==> src/rtl/edge_pulse_generator.sv <==
// Programmable pulse-train source: N rising edges, H cycles high, L cycles low.
// Optional continuous retrigger with the EDGE_GEN_REPEAT_EN macro (adds input repeatTrain).
//
// state | meaning
// IDLE  | waiting for start
// HIGH  | pulseOut high, high-phase timer running
// LOW   | pulseOut low, low-phase timer running
// DONE  | one-cycle completion strobe; start is accepted here as well

module edge_pulse_generator #(
  parameter int counterByte = 2,
  parameter int width       = counterByte * 8,
  parameter int periodWidth = 8
) (
  input  logic                   internalClock,
  input  logic                   reset,
  input  logic                   start,
  input  logic                   abort,
`ifdef EDGE_GEN_REPEAT_EN
  input  logic                   repeatTrain,
`endif
  input  logic [width-1:0]       pulseCount,
  input  logic [periodWidth-1:0] highCycles,
  input  logic [periodWidth-1:0] lowCycles,
  output logic                   pulseOut,
  output logic                   busy,
  output logic                   done,
  output logic [width-1:0]       edgesSent
);

  typedef enum logic [1:0] {IDLE, HIGH, LOW, DONE} state_t;

  localparam logic [width-1:0]       EONE = width'(1);
  localparam logic [periodWidth-1:0] PONE = periodWidth'(1);

  state_t                 state, stateNext;
  logic [width-1:0]       countLatch, countNext;
  logic [width-1:0]       edgesNext;
  logic [periodWidth-1:0] highReload, highReloadNext;
  logic [periodWidth-1:0] lowReload, lowReloadNext;
  logic [periodWidth-1:0] phaseCnt, phaseNext;
  logic                   pulseNext, busyNext, doneNext;
  logic                   restart;

  // Phase timers count down to zero, so a length of L loads L-1; zero length behaves as one.
  function automatic logic [periodWidth-1:0] reloadOf(input logic [periodWidth-1:0] len);
    return (len == '0) ? '0 : len - PONE;
  endfunction

  always_comb begin
    stateNext      = state;
    countNext      = countLatch;
    highReloadNext = highReload;
    lowReloadNext  = lowReload;
    phaseNext      = phaseCnt;
    edgesNext      = edgesSent;
    restart        = 1'b0;

    case (state)
      IDLE, DONE: begin
        if (start) begin
          countNext      = pulseCount;
          highReloadNext = reloadOf(highCycles);
          lowReloadNext  = reloadOf(lowCycles);
          if (pulseCount == '0) begin
            stateNext = DONE;
            edgesNext = '0;
          end else begin
            stateNext = HIGH;
            edgesNext = EONE;
            phaseNext = reloadOf(highCycles);
          end
        end else if (state == DONE) begin
          stateNext = IDLE;
        end
      end

      HIGH: begin
        if (abort) begin
          stateNext = IDLE;
        end else if (phaseCnt == '0) begin
          stateNext = LOW;
          phaseNext = lowReload;
        end else begin
          phaseNext = phaseCnt - PONE;
        end
      end

      LOW: begin
        if (abort) begin
          stateNext = IDLE;
        end else if (phaseCnt == '0) begin
          if (edgesSent == countLatch) begin
`ifdef EDGE_GEN_REPEAT_EN
            if (repeatTrain) begin
              restart   = 1'b1;
              stateNext = HIGH;
              edgesNext = EONE;
              phaseNext = highReload;
            end else begin
              stateNext = DONE;
            end
`else
            stateNext = DONE;
`endif
          end else begin
            stateNext = HIGH;
            edgesNext = edgesSent + EONE;
            phaseNext = highReload;
          end
        end else begin
          phaseNext = phaseCnt - PONE;
        end
      end

      default: stateNext = IDLE;
    endcase

    pulseNext = (stateNext == HIGH);
    busyNext  = (stateNext == HIGH) || (stateNext == LOW);
    doneNext  = (stateNext == DONE) || restart;
  end

  always_ff @(posedge internalClock or posedge reset) begin
    if (reset) begin
      state      <= IDLE;
      countLatch <= '0;
      highReload <= '0;
      lowReload  <= '0;
      phaseCnt   <= '0;
      edgesSent  <= '0;
      pulseOut   <= 1'b0;
      busy       <= 1'b0;
      done       <= 1'b0;
    end else begin
      state      <= stateNext;
      countLatch <= countNext;
      highReload <= highReloadNext;
      lowReload  <= lowReloadNext;
      phaseCnt   <= phaseNext;
      edgesSent  <= edgesNext;
      pulseOut   <= pulseNext;
      busy       <= busyNext;
      done       <= doneNext;
    end
  end

endmodule

==> config.mk <==
export PLATFORM = sky130hd
export DESIGN_NAME = edge_pulse_generator
export DESIGN_NICKNAME = d
export VERILOG_FILES = /design/src/rtl/edge_pulse_generator.sv
export SDC_FILE = /design/constraint.sdc
export NUM_CORES = 1
export LEC_CHECK = 0
export CORE_ASPECT_RATIO = 0.7
export CORE_MARGIN = 1.5
export CORE_UTILIZATION = 45
export DETAILED_ROUTE_END_ITERATION = 8
export PLACE_DENSITY_LB_ADDON = 0.25
export SYNTH_ARGS = -nofsm -noshare
export SYNTH_HDL_FRONTEND = slang
export SYNTH_SLANG_ARGS = --single-unit
export TNS_END_PERCENT = 30
==> constraint.sdc <==
create_clock -name internalClock -period 2.8 [get_ports internalClock]
set_input_delay 0.28 -clock internalClock [delete_from_list [all_inputs] [get_ports internalClock]]
set_output_delay 0.28 -clock internalClock [all_outputs]
set_load 0.1 [all_outputs]
==> results.md, run 1 <==
- Max Cap Violations: 0
- Unrepaired setup endpoints after global routing: no
- Post_cts resized: 0
- Power per cell area: 883.6 nW/µm²
- Synth top area cells: dfrtp_1 (43%), mux2_2 (7.7%), xnor2_1 (7.0%)
- # setup viols final: 0
- Setup WS post-layout: 212.8 ps
- FP Rows: 26
- Layout area overhead: 24.16%
- DR pass1 iterations: 5
- Grt peak-use layer: met1
- Fin crit period: 2587 ps
- Final max-slew violation count: 0
- Clk sink count: 61
- Cells after Synth: 368
- CTS root buffer: clkbuf_8
- Synth cell types: 50
- Setup crit start: phaseCnt[3]
- Worst-Skew Late Latency: 350 ps
- Rel. slew slack: 0.3707
- Cell Area, Synth: 3527 µm²
- Core area: 7450 µm²
- Largest net degree at the start of global routing: 43
- DR WL/cell: 16.33 µm
- Share of cells above drive strength 1: 0.1763
- GP Congestion: 0.8499
- Die width: 108.8 µm
- Met1 usage: 0.3528
- TritonCTS Buffers: 9
- Ys Warns: 0
- Crit path max fanout: 16
- Die Span Y: 77.07 µm
- Total number of vias: 2,993
- Tot GR Track Use: 0.2222
- Number of port buffers: 54
- Fin crit share: 0.9240
- Startpoint class of the critical path: register
- Nets: 471
- CP Class: reg2reg
- Worst Setup Slack post-DPL: 270.2 ps
- Met3 usage: 0.04592
- Vias in the first global route: 2,661
- Initial DRC Count: 201
- Initial antenna violation count: 0
- Mean Syn Cell Area: 9.585 µm²
- RR Startpoint: phaseCnt[3]
- Hold-fix buffers, CTS: 0
- Largest area contributor in the netlist: dfrtp_1
- CP Capture Type: register
- Reg2reg end: edgesSent[8]
- Req. time, crit path: 3060 ps
- Antenna Cells: 0
- EDFF count, synth: 0
- #FFs+latches synth: 61
- Worst Path Arrival: 2850 ps
- LEAKAGE: 0.001759 µW
- Final Skew: 12.23 ps
- Remaining antenna violation count: 0
- Status: complete, no violations
- DRC: 0
- Die area: 8386 µm²
- Count leader, synth: dfrtp_1
- Final wirelength: 8637 µm
- HP Class: in2async
- FF-to-FF setup slack: 210 ps
- HPWL Detailed: 6564 µm
- Top cells by count, synth: dfrtp_1 (61), o21ai_0 (42), nand2_1 (39)
- Post-synth top area share: 0.4328
- Setup tns final: 0 ps
- Vias/cell: 5.658
- Initial Util: 0.4735
- Global route total overflow: 0
- H-tree Lvls: 3
- Clk pin slew, worst setup/hold paths: 70 ps
- Reg2Reg Depth: 6
- Num ports: 55
- Maximum VDD drop: 0.6673 mV
- Post-Synthesis Net Count: 413
- Slew at the pin with the worst max-slew slack: 940.5 ps
- Wire length of the first global-routing pass: 14,060 µm
- Top_reg_cell synth: dfrtp_1
- GR Util met2: 0.2925
- FFs w/ async S/R, synth: 1.000
- Max Clock Freq: 386.5 MHz
- CTS tree: yes
- Fin. Hold Viols: 0
- Setup Buffers After CTS: 0
- Final Power: 3870 µW
- Max clock buf depth: 2
- Post-synthesis sequential area ratio: 0.4328
## per-layer routing
layer / vias up / wire, µm
met2: 88 / 3406
met5: - / 0
met4: 0 / 119
li1: 1451 / -
met3: 10 / 423
met1: 1444 / 4687
## where the power goes
| group | switching, µW | internal (µW) |
|---|---|---|
| clock network | 350 | 547 |
| logic | 841 | 650 |
| registers | 278 | 1200 |
| total | 1470 | 2400 |
## how the worst max path moves through the flow
stage	to	slack, ps	cells past startpoint
after floorplan	busy	100	8
after global placement	phaseCnt[5]	290	7
after detailed placement	edgesSent[10]	270	6
after CTS	edgesSent[10]	250	6
after global routing	edgesSent[10]	80	6
final	edgesSent[8]	210	6
## critical path: stages, from the launching register on
cell	delay (ps)
dfrtp_1	450
or4_4	580
o41ai_2	340
and2_2	240
o21ai_2	190
or4_1	520
a21oi_1	170
## per-stage QoR
stage / area [µm²] / hold WS (ps) / instances / utilization
2_1_floorplan: 3527 / 381.4 / 368 / -
3_3_place_gp: 4154 / 458.3 / 513 / 0.5576
3_5_place_dp: 4154 / 466.4 / 513 / 0.5576
4_1_cts: 4379 / 366.1 / 529 / 0.5878
5_1_grt: 4379 / 394.7 / 529 / 0.5878
6_report: 4379 / 354.8 / 529 / 0.5878
## state kept, by name, summed over array words and instances (netlist names)
signal,flops
done,1
highReload,8
pulseOut,1
countLatch,16
edgesSent,16
lowReload,8
busy,1
state,2
phaseCnt,8
## final cells by class
cell class                      instances  area (µm²)
Multi-Input combinational cell        279        1894
Inverter                               14       52.55
Clock buffer                           12       155.1
Sequential cell                        61        1526
Tap cell                               98       122.6
Fill cell                             625        3070
Timing Repair Buffer                   61       558.0
Clock inverter                          4       70.07
## logic make-up (layout without fill, tap and decap cells)
logic type               Yosys count  after routing  synth area share
multiplexers                      29             29           0.09081
AO/OA/AOI/OAI                     93             93            0.1671
AND/OR/NAND/NOR                  116            116            0.1678
XOR/XNOR                          32             32           0.07946
flip-flops                        61             61            0.4328
buffers and inverters             28             91           0.03015
adder cells (fa/ha/maj)            9              9           0.03193
## placed cells by master (no fill, tap or decap), types with 2 or more instances in the layout
master	netlist	final
dfrtp_1	61	61
o21ai_0	42	42
nand2_1	39	39
clkdlybuf4s50_1	0	35
xnor2_1	28	28
buf_4	0	25
mux2_2	24	24
nor2_1	16	16
a21oi_1	16	16
inv_1	14	13
clkbuf_8	0	11
o31ai_1	10	10
nand3_1	9	9
nor4_1	9	9
ha_1	9	9
nor3_1	6	6
or3_1	6	6
or4_1	5	5
nand2b_1	5	5
a221o_1	5	5
mux2i_1	5	5
nand4_1	4	4
xor2_1	4	4
nor2b_1	4	4
or2_2	4	4
o211ai_1	3	3
a21o_1	2	2
and3_1	2	2
clkinv_2	0	2
bufinv_16	0	2
Power figures use the tool's default switching activity.
==> inputs of run 2 (changes only) <==
--- a/config.mk
+++ b/config.mk
@@ -6,7 +6,6 @@
 export NUM_CORES = 1
 export LEC_CHECK = 0
 export CORE_ASPECT_RATIO = 0.7
-export CORE_MARGIN = 1.5
 export CORE_UTILIZATION = 45
 export DETAILED_ROUTE_END_ITERATION = 8
 export PLACE_DENSITY_LB_ADDON = 0.25
==> constraint.sdc (replaced) <==
create_clock -name internalClock -period 2.1 [get_ports internalClock]
set_input_delay 0.21 -clock internalClock [delete_from_list [all_inputs] [get_ports internalClock]]
set_output_delay 0.21 -clock internalClock [all_outputs]
set_load 0.1 [all_outputs]
==> run 2 against run 1 <==
Compared with the run above: the flow now finishes with violations (setup timing); via count rose by 12%; sequential power rose by 30%; count of clock-buffer cells in the layout fell by 2; clock power rose by 7.8%; register-to-register slack got worse by 460 ps; die area fell by 2.2%; fmax rose by 10%; combinational power rose by 78%; critical path type unchanged; critical endpoint is now phaseCnt[4].
==> results.md, run 2 (synthesis results as in run 1) <==
- Maximum VDD drop: 0.7035 mV (+5.4%)
- DRC: 0 (unchanged)
- Max clock buf depth: 2 (unchanged)
- Initial Util: 0.4735 (unchanged)
- CP top delay family: simple AND/OR/NAND/NOR gates
- Final wirelength: 10,290 µm (+19%)
- CP Capture Type: register
- Slew at the pin with the worst max-slew slack: 678.0 ps (-262.5 ps)
- Rel. slew slack: 0.5475 (+0.1768)
- FP Rows: 26 (unchanged)
- # setup viols final: 26 (+26)
- DR pass1 iterations: 5 (unchanged)
- Startpoint class of the critical path: register
- Most used cell, CP: o21ai_0
- Clk pin slew, worst setup/hold paths: 80 ps (about the same)
- Fin crit share: 1.117 (+0.1926)
- Wire length of the first global-routing pass: 16,040 µm (+14%)
- Die width: 107.8 µm (-0.92%)
- Final max-slew violation count: 0 (unchanged)
- Setup WS post-layout: -244.8 ps (-457.6 ps)
- Largest net degree at the start of global routing: 62 (+44%)
- Core area: 7450 µm² (unchanged)
- Layout area overhead: 41.79%
- Initial DRC Count: 322 (+60%)
- Antenna Cells: 0 (unchanged)
- Req. time, crit path: 2340 ps (-720 ps)
- Global route total overflow: 0 (unchanged)
- Commonest non-fill, non-tap cell in the layout: buf_4
- Final Skew: 8.397 ps (-3.833 ps)
- Remaining antenna violation count: 0 (unchanged)
- Area after DPL: 4541 µm² (+9.3%)
- Fillers: 584 (-6.6%)
- HPWL Detailed: 7198 µm (+9.6%)
- Worst hold margin: 235.8 ps (-119.0 ps)
- DR WL/cell: 17.55 µm (+7.5%)
- CTS root buffer: clkbuf_8
- Share of cells above drive strength 1: 0.3648 (+0.1884)
- Reg2reg end: phaseCnt[4]
- Num ports: 55 (unchanged)
- Worst path cell trace: or4_4 > buf_4 > or3_4 > o21ai_0 > a221o_1 > o21ai_0 > mux2_2
- Fin crit period: 2345 ps (-242.4 ps)
- Vias/cell: 5.725 (+1.2%)
- FF-to-FF setup slack: -240 ps (-460 ps)
- Status: finished with violations
- Max Cap Violations: 0 (unchanged)
- LEAKAGE: 0.002014 µW (+14%)
- Hold-fix buffers, CTS: 0 (unchanged)
- Worst-Skew Late Latency: 350 ps (about the same)
- RR Startpoint: phaseCnt[3]
- Worst Setup Slack post-DPL: -369.2 ps (-639.4 ps)
- Critical path buffers and inverters: 1 (+1)
- Most frequent cells in the layout: buf_4 (74), dfrtp_1 (45), nand2_1 (36), clkdlybuf4s50_1 (35), xnor2_1 (28)
- HP Class: in2async
- Unrepaired setup endpoints after global routing: yes
- Power per cell area: 1110 nW/µm² (+26%)
- Nets: 528 (+12%)
- Final Cell Area: 5001 µm² (+14%)
- Top flop regs: countLatch (16), edgesSent (16)
- Die Span Y: 76.07 µm (-1.3%)
- Fin. Hold Viols: 0 (unchanged)
- Vias in the first global route: 3,077 (+16%)
- Post-route insts no fill: 586 (+11%)
- Crit path max fanout: 6 (-10)
- Clk sink count: 61 (unchanged)
- Worst Path Arrival: 2580 ps (-270 ps)
- Total number of vias: 3,355 (+12%)
- Placed cells: 561 (+9.4%)
- Max stage delay on crit path: 590 ps (about the same)
- Reg2Reg Depth: 7 (+1)
- Max Clock Freq: 426.5 MHz (+10%)
- Initial antenna violation count: 0 (unchanged)
- CP Class: reg2reg
- Tot GR Track Use: 0.2584 (+0.03619)
- GP Congestion: 0.8435 (-0.75%)
- Number of port buffers: 54 (unchanged)
- Die area: 8201 µm² (-2.2%)
- Failing checks: setup timing
- H-tree Lvls: 3 (unchanged)
- TritonCTS Buffers: 9 (unchanged)
- Crit-path slowest cell: or4_4
- CTS tree: yes
[run 2: cell count changes in the layout (fill, tap and decap cells not counted), moves of 6 or more]
cell | previous run | this run
o21ai_2 | 1 | 7
dfrtp_2 | 0 | 16
buf_4 | 25 | 74
o21ai_1 | 0 | 8
o21ai_0 | 42 | 25
dfrtp_1 | 61 | 45
[run 2: timing repair]
action / CTS / global route
gates resized for setup: 30 / 35
setup endpoints to repair: 25 / 28
gates cloned: 1 / 2
endpoints found under the hold margin: 0 / 0
setup buffers: 3 / 3
pin swaps: 17 / 13
[run 2: area by class of cell]
class | count | area (µm²) | share of cell area
Tap cell | 98 | 122.6 | 0.02452
Timing Repair Buffer | 115 | 982.2 | 0.1964
Sequential cell | 61 | 1546 | 0.3092
Inverter | 14 | 52.55 | 0.01051
Clock buffer | 10 | 127.6 | 0.02552
Multi-Input combinational cell | 282 | 2121 | 0.4241
Clock inverter | 6 | 48.80 | 0.009757
[run 2: how the worst max path moves through the flow]
| stage | startpoint | slack, ps | cells past startpoint | endpoint |
|---|---|---|---|---|
| after global placement | phaseCnt[6] | -280 | 6 | phaseCnt[2] |
| after detailed placement | pulseCount[5] | -370 | 7 | phaseCnt[3] |
| final | phaseCnt[3] | -240 | 7 | phaseCnt[4] |
| after CTS | phaseCnt[3] | -180 | 6 | phaseCnt[2] |
| after floorplan | edgesSent[3] | -170 | 8 | busy |
| after global routing | state[0] | -330 | 9 | busy |
[run 2: stage by stage]
stage                     setup TNS (ps)  total power, µW  utilization
final                              -3617             5552       0.6713
after detailed placement           -5975             4213       0.6095
after floorplan                    -1592             3413            -
after CTS                          -2975             5309       0.6517
after global routing               -5430             5863       0.6713
after global placement             -4222             4136       0.6095
[run 2: worst reg2reg max path: stages (launching register included)]
cell     delay (ps)
dfrtp_1         390
or4_4           590
buf_4           170
or3_4           380
o21ai_0         170
a221o_1         170
o21ai_0          90
mux2_2          280
[run 2: routing by layer]
metal | GRT usage | vias to the layer above | share of wire
li1 | - | 1572 | -
met1 | 0.4091 | 1599 | 0.48
met2 | 0.3404 | 163 | 0.42
met3 | 0.05817 | 21 | 0.083
met4 | 0.08493 | 0 | 0.015
met5 | 0 | - | 0
[run 2: where the power goes]
group          switching [µW]  internal, µW
clock                     531           436
sequential                329          1600
combinational            1450          1200
